==> src/rtl/ramp_pkg.sv <==
// ramp_pkg: shared state encoding, direction constants and lot sizing for the ramp arbiter and vehicle counter
package ramp_pkg;
    localparam int RAMP_CAP   = 7;
    localparam int RAMP_CNT_W = 3;
    localparam logic [1:0] IDLE      = 2'd0;
    localparam logic [1:0] GRANT_IN  = 2'd1;
    localparam logic [1:0] GRANT_OUT = 2'd2;
    localparam logic [1:0] CLEAR     = 2'd3;
    localparam logic DIR_IN  = 1'b1;
    localparam logic DIR_OUT = 1'b0;
    function automatic int max_int(input int a, input int b);
        return (a > b) ? a : b;
    endfunction
endpackage

==> src/rtl/ramp_timer.sv <==
// ramp_timer: loadable down-counter that holds at zero, shared by clearance and grant timeout
// Ports: clk, rst (async, active-high), load/load_val (load takes priority over counting), zero (count == 0)
module ramp_timer
    import ramp_pkg::*;
#(
    parameter int W = 8
) (
    input  logic         clk,
    input  logic         rst,
    input  logic         load,
    input  logic [W-1:0] load_val,
    output logic         zero
);
    logic [W-1:0] cnt;
    always_ff @(posedge clk or posedge rst)
        if (rst) cnt <= '0;
        else if (load) cnt <= load_val;
        else if (cnt != '0) cnt <= cnt - 1'b1;
    assign zero = (cnt == '0);
endmodule

==> src/rtl/ramp_arbiter.sv <==
// ramp_arbiter: single-lane ramp arbiter driving lights and barrier, round-robin between entry and exit
// Ports: clk, rst (async, active-high); req_in/req_out debounced request levels; count occupancy;
//        ingreso/egreso transit-complete pulses; green_in/green_out/gate_open/busy/full registered outputs;
//        timeout_err sticky force-release flag.
// Build option: RAMP_TIMEOUT_EN enables the grant timeout; without it grants wait for their pulse and
//        timeout_err is constant 0.
module ramp_arbiter
    import ramp_pkg::*;
#(
    parameter int CAP         = RAMP_CAP,
    parameter int CNT_W       = RAMP_CNT_W,
    parameter int CLEAR_CYC   = 1000,
    parameter int TIMEOUT_CYC = 100000
) (
    input  logic             clk,
    input  logic             rst,
    input  logic             req_in,
    input  logic             req_out,
    input  logic [CNT_W-1:0] count,
    input  logic             ingreso,
    input  logic             egreso,
    output logic             green_in,
    output logic             green_out,
    output logic             gate_open,
    output logic             busy,
    output logic             full,
    output logic             timeout_err
);
    localparam int TW_RAW = $clog2(max_int(CLEAR_CYC, TIMEOUT_CYC));
    localparam int TW     = (TW_RAW < 1) ? 1 : TW_RAW;
    localparam logic [TW-1:0] C_LOAD = TW'(CLEAR_CYC - 1);
`ifdef RAMP_TIMEOUT_EN
    localparam logic [TW-1:0] T_LOAD = TW'(TIMEOUT_CYC - 1);
    logic to_err;
`endif
    logic [1:0]    st, nxt;
    logic          last_dir, dir_n, load, t_zero, el_in, el_out, done;
    logic [TW-1:0] lval;
    assign el_in  = req_in && !(int'(count) >= CAP);
    assign el_out = req_out;
    // only the pulse matching the granted direction completes it
    assign done   = (st == GRANT_IN) ? ingreso : egreso;
    ramp_timer #(.W(TW)) u_timer (
        .clk     (clk),
        .rst     (rst),
        .load    (load),
        .load_val(lval),
        .zero    (t_zero)
    );
    always_comb begin
        nxt   = st;
        dir_n = last_dir;
        load  = 1'b0;
        lval  = C_LOAD;
`ifdef RAMP_TIMEOUT_EN
        to_err = 1'b0;
`endif
        case (st)
            IDLE: begin
                if (el_in && (!el_out || last_dir == DIR_OUT)) begin
                    nxt   = GRANT_IN;
                    dir_n = DIR_IN;
                end else if (el_out) begin
                    nxt   = GRANT_OUT;
                    dir_n = DIR_OUT;
                end
            end
            GRANT_IN, GRANT_OUT: begin
                // a completion pulse wins over a simultaneous expiry
                if (done) begin
                    nxt  = CLEAR;
                    load = 1'b1;
                end
`ifdef RAMP_TIMEOUT_EN
                else if (t_zero) begin
                    nxt    = CLEAR;
                    load   = 1'b1;
                    to_err = 1'b1;
                end
`endif
            end
            default: if (t_zero) nxt = IDLE;
        endcase
`ifdef RAMP_TIMEOUT_EN
        if (st == IDLE && nxt != IDLE) begin
            load = 1'b1;
            lval = T_LOAD;
        end
`endif
    end
    always_ff @(posedge clk or posedge rst)
        if (rst) begin
            st        <= IDLE;
            last_dir  <= DIR_OUT;
            green_in  <= 1'b0;
            green_out <= 1'b0;
            gate_open <= 1'b0;
            busy      <= 1'b0;
            full      <= 1'b0;
        end else begin
            st        <= nxt;
            last_dir  <= dir_n;
            green_in  <= (nxt == GRANT_IN);
            green_out <= (nxt == GRANT_OUT);
            gate_open <= (nxt == GRANT_IN) || (nxt == GRANT_OUT);
            busy      <= (nxt != IDLE);
            full      <= (int'(count) >= CAP);
        end
`ifdef RAMP_TIMEOUT_EN
    always_ff @(posedge clk or posedge rst)
        if (rst) timeout_err <= 1'b0;
        else timeout_err <= timeout_err | to_err;
`else
    assign timeout_err = 1'b0;
`endif
endmodule

==> config.mk <==
export PLATFORM = sky130hd
export DESIGN_NAME = ramp_arbiter
export DESIGN_NICKNAME = d
export VERILOG_FILES = /design/src/rtl/ramp_pkg.sv /design/src/rtl/ramp_timer.sv /design/src/rtl/ramp_arbiter.sv
export SDC_FILE = /design/constraint.sdc
export NUM_CORES = 1
export LEC_CHECK = 0
export CAP_MARGIN = 0
export CORE_MARGIN = 3
export CORE_UTILIZATION = 55
export CTS_CLUSTER_SIZE = 25
export DETAILED_ROUTE_END_ITERATION = 16
export PLACE_DENSITY = 0.88
export SLEW_MARGIN = 20
export SYNTH_ARGS = -nofsm -noshare
export SYNTH_HDL_FRONTEND = slang
export SYNTH_SLANG_ARGS = --single-unit
==> constraint.sdc <==
create_clock -name clk -period 4 [get_ports clk]
set_clock_uncertainty 0.05 [all_clocks]
set_input_delay 1 -clock clk [delete_from_list [all_inputs] [get_ports clk]]
set_output_delay 1 -clock clk [all_outputs]
set_load 0.005 [all_outputs]
==> metrics.md <==
| Metric | Value |
|---|---|
| Worst-path fanout max | 15 |
| Gp weighted congestion | roughly 0.82 |
| Overflow after GRT | 0 |
| Pleak | between 0.0006 and 0.0007 uW |
| HP Start | last_dir |
| Max clock buf depth | 2 |
| CP top delay family | simple AND/OR/NAND/NOR gates |
| Hold Path Cell Cnt | 2 |
| Mapped Area | between 1000 and 1500 um^2 |
| Area share of fa/ha/maj cells after synthesis | 0.0696 |
| Syn Nets | 165 |
| Die Width | 57.2 um |
| YS warnings | 0 |
| Initial antenna violation count | 0 |
| CTS Hold Bufs | 0 |
| Netlist cell types | 44 |
| Top cells by area, synth | dfrtp_1 43%, ha_1 7.0%, a21oi_1 3.1% |
| Area grow syn2layout | 10.8% |
| TNS Setup | 0 ns |
| Routed vias | 1168 |
| Peak Freq | 400 MHz |
| Fin util | 0.681 |
| Max_slew headroom | 0.398 |
| Post-CTS sizing | 0 |
| Most common cell after layout, fill and taps aside | dfrtp_1 |
| First-pass GRT wire length | about 5000 um |
| Clk_lat worst skew | 0.32 ns |
| Crit-path cells | nor4_4 > nand4_1 > nor2_1 > o22a_1 > ha_1 |
| CTS Root Cell | clkbuf_4 |
| Register area share after synthesis | 0.435 |
| Critical path buffers and inverters | 0 |
| Startpoint Class | register |
| CTS buffer count | 3 |
| Tot GR Track Use | 0.190 |
| Synth Area in Compound Gates | 0.143 |
| PwrDens | roughly 570 nW/um^2 |
| I/O pins | 15 |
| Endpoints failing setup | 0 |
| Die Height | 57.2 um |
| Largest net degree at the start of global routing | 26 |
| Register bit total from synthesis | 25 |
| Synth Area in XOR/XNOR | 0.00609 |
| VDD IR-drop max | 0.398 mV |
| Area fraction of the dominant cell type after synthesis | 0.435 |
| DRT antenna net count | 0 |
| Crit share post-route | 0.626 |
| Final Slew Violations | 0 |
| Port buffer count | 13 |
| Async SR Flop Fraction | 1.00 |
| Post-DP HPWL | 2090 um |
| Starting Density | 0.615 |
| HP Class | reg2reg |
| Main combinational cell family by area after synthesis | simple AND/OR/NAND/NOR gates |
| CTS H-Tree Depth | 1 |
| Cell accounting for the most synthesized area | dfrtp_1 |
| 1st-iter DRT viols | 41 |
| Commonest non-fill, non-tap cells in the layout | 25 x dfrtp_1, 13 x clkdlybuf4s50_1, 12 x nand2_1 |
| Simple-Gate Fraction of Synth Area | 0.275 |
| Worst r2r src | u_timer.cnt[4] |
| Pre-antenna DRT Iters | 4 |
| FF-to-FF setup slack | 1.50 ns |
| Post-Syn Instances | about 150 |
| WP depth | 5 |
| Critical path launch point | u_timer.cnt[4] |
| Via density | 6.25 |
| Die ar. | 3270 um^2 |
| Number of global-route vias before repair | 1178 |
| Std cell rows | 17 |
| CORE AREA | about 2300 um^2 |
| Layout cell share with drive strength beyond 1 | 0.0943 |
| Least-Margin Pin Slew | 0.902 ns |
| Post CTS Setup Buffer Count | 0 |
| Multiplexer share of the synthesized area | 0.0148 |
| Clk sinks | 25 |
| Final Critical Period | 2.50 ns |
| Final Hold Fails | 0 |
| Clk pin slew, worst setup/hold paths | 0.15 ns |
| Antenna cells | 0 |
| Max cap viols | 0 |
| Predominant post-synthesis flop cell | dfrtp_1 |
| Number of flops mapped to enable cells by yosys | 0 |
| CTS tree | yes |
| DRC errors left | 0 |
| Critical path required time | 4.17 ns |
| WL per Instance | 15.2 um |
| R2R depth | 5 |
| Crit-path slowest cell | nand4_1 |
| Status | completed |
| Worst EP arrival | 2.68 ns |
| Largest stage delay, worst path | 0.58 ns |
| Crit. End Element | register |
| Nets | roughly 180 |
| Synth Area per Inst | 9.72 um^2 |
| Detailed Route WL | about 2800 um |
| Crit Path Class | reg2reg |
| RSZ-0062 raised after global routing | no |
[flip-flops by register name, indices dropped and copies added (netlist names)]
| signal | flops |
|---|---|
| u_timer.cnt | 17 |
| st | 2 |
| busy | 1 |
| full | 1 |
| gate_open | 1 |
| green_in | 1 |
| green_out | 1 |
| last_dir | 1 |
[synth_stat cells, types with 2 or more instances]
library cell / count
or3_1: 4
or4_1: 6
dfrtp_1: 25
and3_1: 2
a31o_2: 2
nor2b_1: 2
and2_1: 3
nand4_1: 5
nor4_2: 2
inv_1: 10
ha_1: 8
nand2_1: 12
nand3_1: 4
a21oi_1: 9
nor2_1: 9
buf_2: 2
o21ai_0: 9
o41ai_1: 2
nor4_1: 2
a31oi_1: 3
nor3_1: 2
buf_4: 2
o31ai_1: 2
[kinds of logic after synthesis]
kind of cell	after synthesis
AO/OA/AOI/OAI	33
XOR/XNOR	1
other	1
multiplexers	2
flip-flops	25
adder cells (fa/ha/maj)	8
buffers and inverters	16
AND/OR/NAND/NOR	62
[area by class of cell]
| class | count | area, um^2 |
|---|---|---|
| fillers | 184 | 746 |
| clock buffers | 3 | 22.5 |
| clock inverters | 1 | 7.51 |
| flip-flops and latches | 25 | 626 |
| inverters | 10 | 37.5 |
| repair buffers | 13 | 130 |
| well taps | 28 | 35.0 |
| multi-input cells | 107 | 736 |
[path summary, 6_finish.rpt]
path                             end
min                         last_dir
min in group asynchronous   green_in
max in group asynchronous   last_dir
min reg2reg                 last_dir
max reg2reg                gate_open
max                        gate_open
[power breakdown]
group / switching [uW] / internal [uW] / total (uW)
clock: 77.5 / 38.2 / 116
combinational: 222 / 179 / 401
sequential: 70.3 / 318 / 388
[metal layers]
| layer | global-route usage | up-vias | share of wire |
|---|---|---|---|
| met3 | 0.0339 | 6 | 0.041 |
| met2 | 0.330 | 27 | 0.51 |
| met1 | 0.244 | 574 | 0.43 |
| li1 | - | 561 | - |
| met5 | 0 | - | 0 |
| met4 | 0.0530 | 0 | 0.011 |
[tightest hold or removal path, delay by kind of cell, from the launching register on]
kind	cells	cell delay, ns
flip-flops	1	0.36
AND/OR/NAND/NOR	2	0.11
[through the flow]
stage	worst slack (ns)	hold WS [ns]	instances	instance area (um^2)	total power [uW]
floorplan	1.75	0.395	148	1440	672
global placement	1.25	0.411	183	1560	763
detailed placement	1.18	0.418	183	1560	793
CTS	1.52	0.451	187	1590	911
global route	1.27	0.514	187	1590	988
finish	1.50	0.446	187	1590	905
Note: power is estimated with default switching activity, not from simulation.
